==> src/rtl/accumulator_sequencer_if.sv <==
// Command channel between the host FSM and the accumulator sequencer.
// The host drives the master side and the sequencer sits on the slave side.
interface accumulator_sequencer_if #(
  parameter int N  = 4,
  parameter int RW = 3
);
  logic          cmd_valid;
  logic          cmd_ready;
  logic [3:0]    cmd_op;
  logic [N-1:0]  cmd_operand;
  logic [RW-1:0] cmd_repeat;

  modport master (
    output cmd_valid,
    output cmd_op,
    output cmd_operand,
    output cmd_repeat,
    input  cmd_ready
  );

  modport slave (
    input  cmd_valid,
    input  cmd_op,
    input  cmd_operand,
    input  cmd_repeat,
    output cmd_ready
  );
endinterface

==> src/rtl/accumulator_sequencer.sv <==
// Sequences one {op, operand, repeat} command onto the accumulator datapath:
// load B, apply op (repeat+1) times, then report A with a single-cycle done pulse.
//
//   state | meaning
//   IDLE  | ready for a command, ALU held, acc_data keeps the last operand
//   LOAD  | operand on acc_data, ALU held, B captures operand
//   EXEC  | op on acc_alu_ctrl, A updates every cycle, count runs down to zero
//   WB    | ALU held, done high, A is final and captured into result
module accumulator_sequencer #(
  parameter int         N         = 4,
  parameter int         RW        = 3,
  parameter logic [3:0] HOLD_CODE = 4'b0000
) (
  input  logic                          clock,
  input  logic                          reset,
  accumulator_sequencer_if.slave        cmd,
  output logic [N-1:0]                  acc_data,
  output logic [3:0]                    acc_alu_ctrl,
  input  logic [N-1:0]                  acc_result,
  output logic                          busy,
  output logic                          done,
  output logic [N-1:0]                  result
);

  typedef enum logic [1:0] {
    IDLE = 2'd0,
    LOAD = 2'd1,
    EXEC = 2'd2,
    WB   = 2'd3
  } state_t;

  state_t        state;
  logic [3:0]    op_q;
  logic [N-1:0]  operand_q;
  logic [RW-1:0] count;

  // Ready is a decode of the state register, so it cannot coincide with done (WB).
  assign cmd.cmd_ready = (state == IDLE);

  // Outputs are loaded with the value for the state being entered, so they
  // change only on clock edges and stay stable for the whole cycle.
  always_ff @(posedge clock or posedge reset) begin
    if (reset) begin
      state        <= IDLE;
      op_q         <= '0;
      operand_q    <= '0;
      count        <= '0;
      acc_data     <= '0;
      acc_alu_ctrl <= HOLD_CODE;
      busy         <= 1'b0;
      done         <= 1'b0;
      result       <= '0;
    end else begin
      case (state)
        IDLE: begin
          acc_alu_ctrl <= HOLD_CODE;
          done         <= 1'b0;
          if (cmd.cmd_valid) begin
            op_q      <= cmd.cmd_op;
            operand_q <= cmd.cmd_operand;
            count     <= cmd.cmd_repeat;
            acc_data  <= cmd.cmd_operand;
            busy      <= 1'b1;
            state     <= LOAD;
          end
        end
        LOAD: begin
          acc_alu_ctrl <= op_q;
          state        <= EXEC;
        end
        EXEC: begin
          if (count == '0) begin
            acc_alu_ctrl <= HOLD_CODE;
            done         <= 1'b1;
            state        <= WB;
          end else begin
            count <= count - 1'b1;
          end
        end
        WB: begin
          result <= acc_result;
          done   <= 1'b0;
          busy   <= 1'b0;
          state  <= IDLE;
        end
        default: begin
          acc_alu_ctrl <= HOLD_CODE;
          done         <= 1'b0;
          busy         <= 1'b0;
          state        <= IDLE;
        end
      endcase
    end
  end

endmodule

==> src/flat_wrapper.sv <==
// flat-port wrapper written by rule: the top's interface ports become plain ports
module accumulator_sequencer_flat 
#(
  parameter int         N         = 4,
  parameter int         RW        = 3,
  parameter logic [3:0] HOLD_CODE = 4'b0000
)
  (clock, reset, acc_data, acc_alu_ctrl, acc_result, busy, done, result, cmd_cmd_valid, cmd_cmd_op, cmd_cmd_operand, cmd_cmd_repeat, cmd_cmd_ready);
  accumulator_sequencer_if #(.N(N), .RW(RW)) cmd_i ();
  input  logic clock;
  input  logic reset;
  output logic [N-1:0] acc_data;
  output logic [3:0] acc_alu_ctrl;
  input  logic [N-1:0] acc_result;
  output logic busy;
  output logic done;
  output logic [N-1:0] result;
  input wire logic [$bits(cmd_i.cmd_valid)-1:0] cmd_cmd_valid;
  input wire logic [$bits(cmd_i.cmd_op)-1:0] cmd_cmd_op;
  input wire logic [$bits(cmd_i.cmd_operand)-1:0] cmd_cmd_operand;
  input wire logic [$bits(cmd_i.cmd_repeat)-1:0] cmd_cmd_repeat;
  output wire logic [$bits(cmd_i.cmd_ready)-1:0] cmd_cmd_ready;
  assign cmd_i.cmd_valid = cmd_cmd_valid;
  assign cmd_i.cmd_op = cmd_cmd_op;
  assign cmd_i.cmd_operand = cmd_cmd_operand;
  assign cmd_i.cmd_repeat = cmd_cmd_repeat;
  assign cmd_cmd_ready = cmd_i.cmd_ready;
  accumulator_sequencer #(.N(N), .RW(RW), .HOLD_CODE(HOLD_CODE)) u_core (.clock(clock), .reset(reset), .cmd(cmd_i), .acc_data(acc_data), .acc_alu_ctrl(acc_alu_ctrl), .acc_result(acc_result), .busy(busy), .done(done), .result(result));
endmodule
==> config.mk <==
export PLATFORM = sky130hd
export DESIGN_NAME = accumulator_sequencer_flat
export DESIGN_NICKNAME = d
export VERILOG_FILES = /design/src/rtl/accumulator_sequencer_if.sv /design/src/rtl/accumulator_sequencer.sv /design/src/flat_wrapper.sv
export SDC_FILE = /design/constraint.sdc
export NUM_CORES = 1
export LEC_CHECK = 0
export BUFFER_PORTS_ARGS = -buffer_cell sky130_fd_sc_hd__buf_2
export CAP_MARGIN = 0
export CORE_MARGIN = 2
export CORE_UTILIZATION = 30
export DETAILED_ROUTE_END_ITERATION = 8
export GPL_ROUTABILITY_DRIVEN = 0
export HOLD_SLACK_MARGIN = 0.1
export PLACE_DENSITY_LB_ADDON = 0.2
export SYNTH_ARGS = -nofsm -noshare
export SYNTH_HDL_FRONTEND = slang
export SYNTH_SLANG_ARGS = --single-unit
==> constraint.sdc <==
create_clock -name clock -period 1.73 [get_ports clock]
set_input_delay 0 -clock clock [delete_from_list [all_inputs] [get_ports clock]]
set_output_delay 0 -clock clock [all_outputs]
set_load 0.05 [all_outputs]
==> results.md <==
- The run finished with clean final reports.
- Leaving out fill and tap cells, the most frequent cells in the layout are 32 x sky130_fd_sc_hd__buf_2, 23 x sky130_fd_sc_hd__dfrtp_1, 17 x sky130_fd_sc_hd__dlygate4sd3_1.
- The buffer type at the clock tree root is sky130_fd_sc_hd__clkbuf_4.
- The worst path uses 91.95% of the clock period.
- STA classifies the critical path endpoint as a register.
- Setup violations remaining at the end of the flow were counted as 0.
- The critical path goes through inv_1 > ha_1 > ha_1 > nand2b_1 > and2_1 > a22o_1.
- The number of diodes is 0.
- For this design, the slowest cell found on the critical path is sky130_fd_sc_hd__dfrtp_1.
- The total of hold buffers inserted after clock tree synthesis is 17.
- The number of warnings reported in the yosys synthesis log is 0.
- The initial antenna violation count is 0.
- The required arrival time at the worst endpoint is 1.95 ns.
- The count of flip-flops with a built-in enable after synthesis is 0.
- VDD sags by at most 741.2 uV.
- Measured along the y axis, the die boundary spans 63.44 um.
- The post-layout minimum cycle time is 1.591 ns.
- The worst pin sits at a relative slew slack of 76.62%.
- Tracing the worst setup path back leads to its startpoint at u_core.count[0]$_DFFE_PP0P_.
- In this run the count of I/O pins placed on the die edge is 33.
- STA puts the critical path data arrival time at 1.81 ns.
- The commonest register cell after synthesis is sky130_fd_sc_hd__dfrtp_1.
- The placeable core region is 0.003363 mm^2.
- The number of nets produced by synthesis is 106.
- The final instance count without filler cells is 181.
- For this run, the top clock speed supported by timing is 628.7 MHz.
- Post-CTS repair changed the size of 0 cells.
- The number of cells on the worst reg-to-reg path is 6.
- The slack of the worst reg-to-reg path is 0.14 ns.
- The number of clock sinks is 23.
- The worst hold margin is 0.2505 ns.
- The worst slack at placement is 0.1410 ns.
- In the synthesized netlist the async set-or-reset flop fraction comes to 100.0%.
- The number of optimization iterations in the first detailed-route pass is 2.
- The clock tree from TritonCTS is built.
- The synthesized netlist devotes 8.973% of its cell area to compound gates.
- The total placed cells including tap cells is 160.
- The reported max-cap violation count is 0.
- Leaving out fill and tap cells, the most frequent cell in the layout is sky130_fd_sc_hd__buf_2.
- A synthesized cell averages 13.08 um^2.
- The number of global-route vias before repair is 833.
- Setup repair after global routing left no endpoint under its margin.
- The count of mapped cells out of synthesis is 81.
- Across all setup checks in the final design, the least slack found is 0.1393 ns.
- The register area share after synthesis is 54.31%.
- Summing all non-filler instances in the final layout gives an area of 0.001485 mm^2.
- The end of the worst register-to-register path is u_core.acc_alu_ctrl[1]$_DFFE_PP0P_.
- The cell area power density is 1929 mW/mm^2.
- The maximum number of pins on one net before global-route repair is 24.
- Across the routed clock network, the largest skew measured is 0.006301 ns.
- Summing every instance area after synthesis gives 0.001060 mm^2.
- Counting the buffers created by CTS gives 3.
- From synthesis to final layout, the design area changed by 40.14%.
- In this run, the number of DRC markers left after iteration 0 of detailed routing was 2.
- For this run, the share of the core covered by cells in the final layout is 44.16%.
- By instance count, the cell type seen most on the critical path is sky130_fd_sc_hd__ha_1.
- At the pin with the least slew margin, the transition time is 0.3486 ns.
- In this design, the stage delay of the slowest critical-path cell is 0.41 ns.
- The total number of placement rows is 21.
- Counting along the longest clock path gives a buffer depth of 2.
- The count of buffer and inverter cells on the critical path is 1.
- The area fraction in and, or, nand and nor cells after synthesis is 6.257%.
- The worst setup path is launched from a register.
- The adder and majority cell fraction of the synthesized area is 8.264%.
- In the final timing run, aggregate negative setup slack is 0 ns.
- The kind of cell adding the most delay to the critical path is adder cells.
- The final-report max-slew violation count is 0.
- The detailed-placement wirelength estimate is 1504 um.
- In this run the worst hold path is classified as in -> async.
- Total power for the finished layout comes to 2.864 mW.
- The startpoint identified for the worst register-to-register timing path is u_core.count[0]$_DFFE_PP0P_.
- The detailed-route wire length per cell is 11.59 um.
- Once placement finished, the instance area stood at 0.001287 mm^2.
- The startpoint-to-endpoint class of the critical path is reg -> reg.
- The number of levels in the clock H-tree is 1.
- Multiplexer cells account for 18.65% of the synthesized area.
- Global routing finished with a remaining overflow of 0.
- The die area is 0.004024 mm^2.
- In the final layout, the share of cells above drive strength 1 is 40.00%.
- By area, the combinational part of the netlist is dominated by multiplexers.
- The via-per-instance ratio is 4.420.
- The die is 63.44 um wide.
- The number of design rule violations left after detail routing is 0.
- The post-detailed-route count of antenna-violating nets is 0.
- After clock tree synthesis, the setup repair step added 0 buffers.
- Wires add up to 2098 um.
- The XOR/XNOR share of the synthesized area is 0%.
- In this run the tool buffered the top-level ports with 32 buffer cells.
- The count of endpoints failing hold in the final timing report is 0.
- Counting flops and latches in the post-synthesis netlist gives 23.
- The net count of the finished layout is 161.
- The total of fill cells in the finished design is 354.
- In this run the static leakage power is 0.7496 nW.
- The biggest fanout along the worst timing path is 5.
- The wire length of the first global-routing pass is 3712 um.
- The later pin in the worst-skew pair is clocked with a latency of 0.32 ns.
- The clock-pin slew on the worst setup and hold paths is 0.13 ns.
- The initial core utilization is 31.51%.
- Detailed routing inserted a total of 800 vias.
- The number of distinct library cells after synthesis is 20.
- The global router's overall resource usage is 11.80%.
-- logic make-up after synthesis --
family                     Yosys count
AOI/OAI and AO/OA                   12
adders and majority gates            7
buffers and inverters                9
DFF                                 23
muxes                               18
and+or+nand+nor                     12
-- metal layers --
metal / wire, um / part of all wire, % / track usage, % / vias up
met3: 84 / 4.0 / 2.321 / 4
met5: 0 / 0 / 0 / -
met2: 1026 / 49 / 19.87 / 19
met1: 953 / 45 / 14.40 / 387
met4: 34 / 1.6 / 5.707 / 0
li1: - / - / - / 390
-- registers in the layout (all words and copies together) (netlist names) --
name                 flops
u_core.acc_alu_ctrl      4
u_core.acc_data          4
u_core.busy              1
u_core.count             3
u_core.done              1
u_core.op_q              4
u_core.result            4
u_core.state             2
-- layout make-up --
cell class	count	area (um^2)	share of cell area [%]
clock buffer	3	22.52	1.516
inverter	8	30.03	2.022
sequential	23	575.6	38.75
timing repair buffer	51	345.3	23.25
multi-input combinational	49	449.2	30.24
tap	46	57.56	3.875
clock inverter	1	5.005	0.3370
-- synth_stat cells, types with 2 or more instances --
cell type / instances / area, um^2
sky130_fd_sc_hd__dfrtp_1: 23 / 575.6
sky130_fd_sc_hd__a21oi_1: 2 / 10.01
sky130_fd_sc_hd__a22o_1: 5 / 43.79
sky130_fd_sc_hd__nand2b_1: 4 / 25.02
sky130_fd_sc_hd__mux2i_1: 4 / 40.04
sky130_fd_sc_hd__inv_1: 8 / 30.03
sky130_fd_sc_hd__nand2_1: 3 / 11.26
sky130_fd_sc_hd__ha_1: 7 / 87.58
sky130_fd_sc_hd__mux2_2: 13 / 146.4
sky130_fd_sc_hd__o21ai_0: 2 / 10.01
-- worst max path at each step --
stage	end	slack [ns]	cells past startpoint
floorplan	u_core.count[1]$_DFFE_PP0P_	0.1	5
global placement	u_core.state[1]$_DFFE_PP0P_	0.17	5
detailed placement	u_core.acc_alu_ctrl[3]$_DFFE_PP0P_	0.14	6
CTS	u_core.acc_alu_ctrl[3]$_DFFE_PP0P_	0.13	6
global route	u_core.count[1]$_DFFE_PP0P_	0.04	5
finish	u_core.acc_alu_ctrl[1]$_DFFE_PP0P_	0.14	6
-- worst min-delay path, delay by kind of cell --
kind	cells	cell delay [ns]
buffers and inverters	4	0.98
-- power by group --
group	switching (mW)	internal, mW
Sequential	0.136	0.798
Clock	0.169	0.0866
Combinational	1.05	0.623
(Power assumes the default switching activity.)
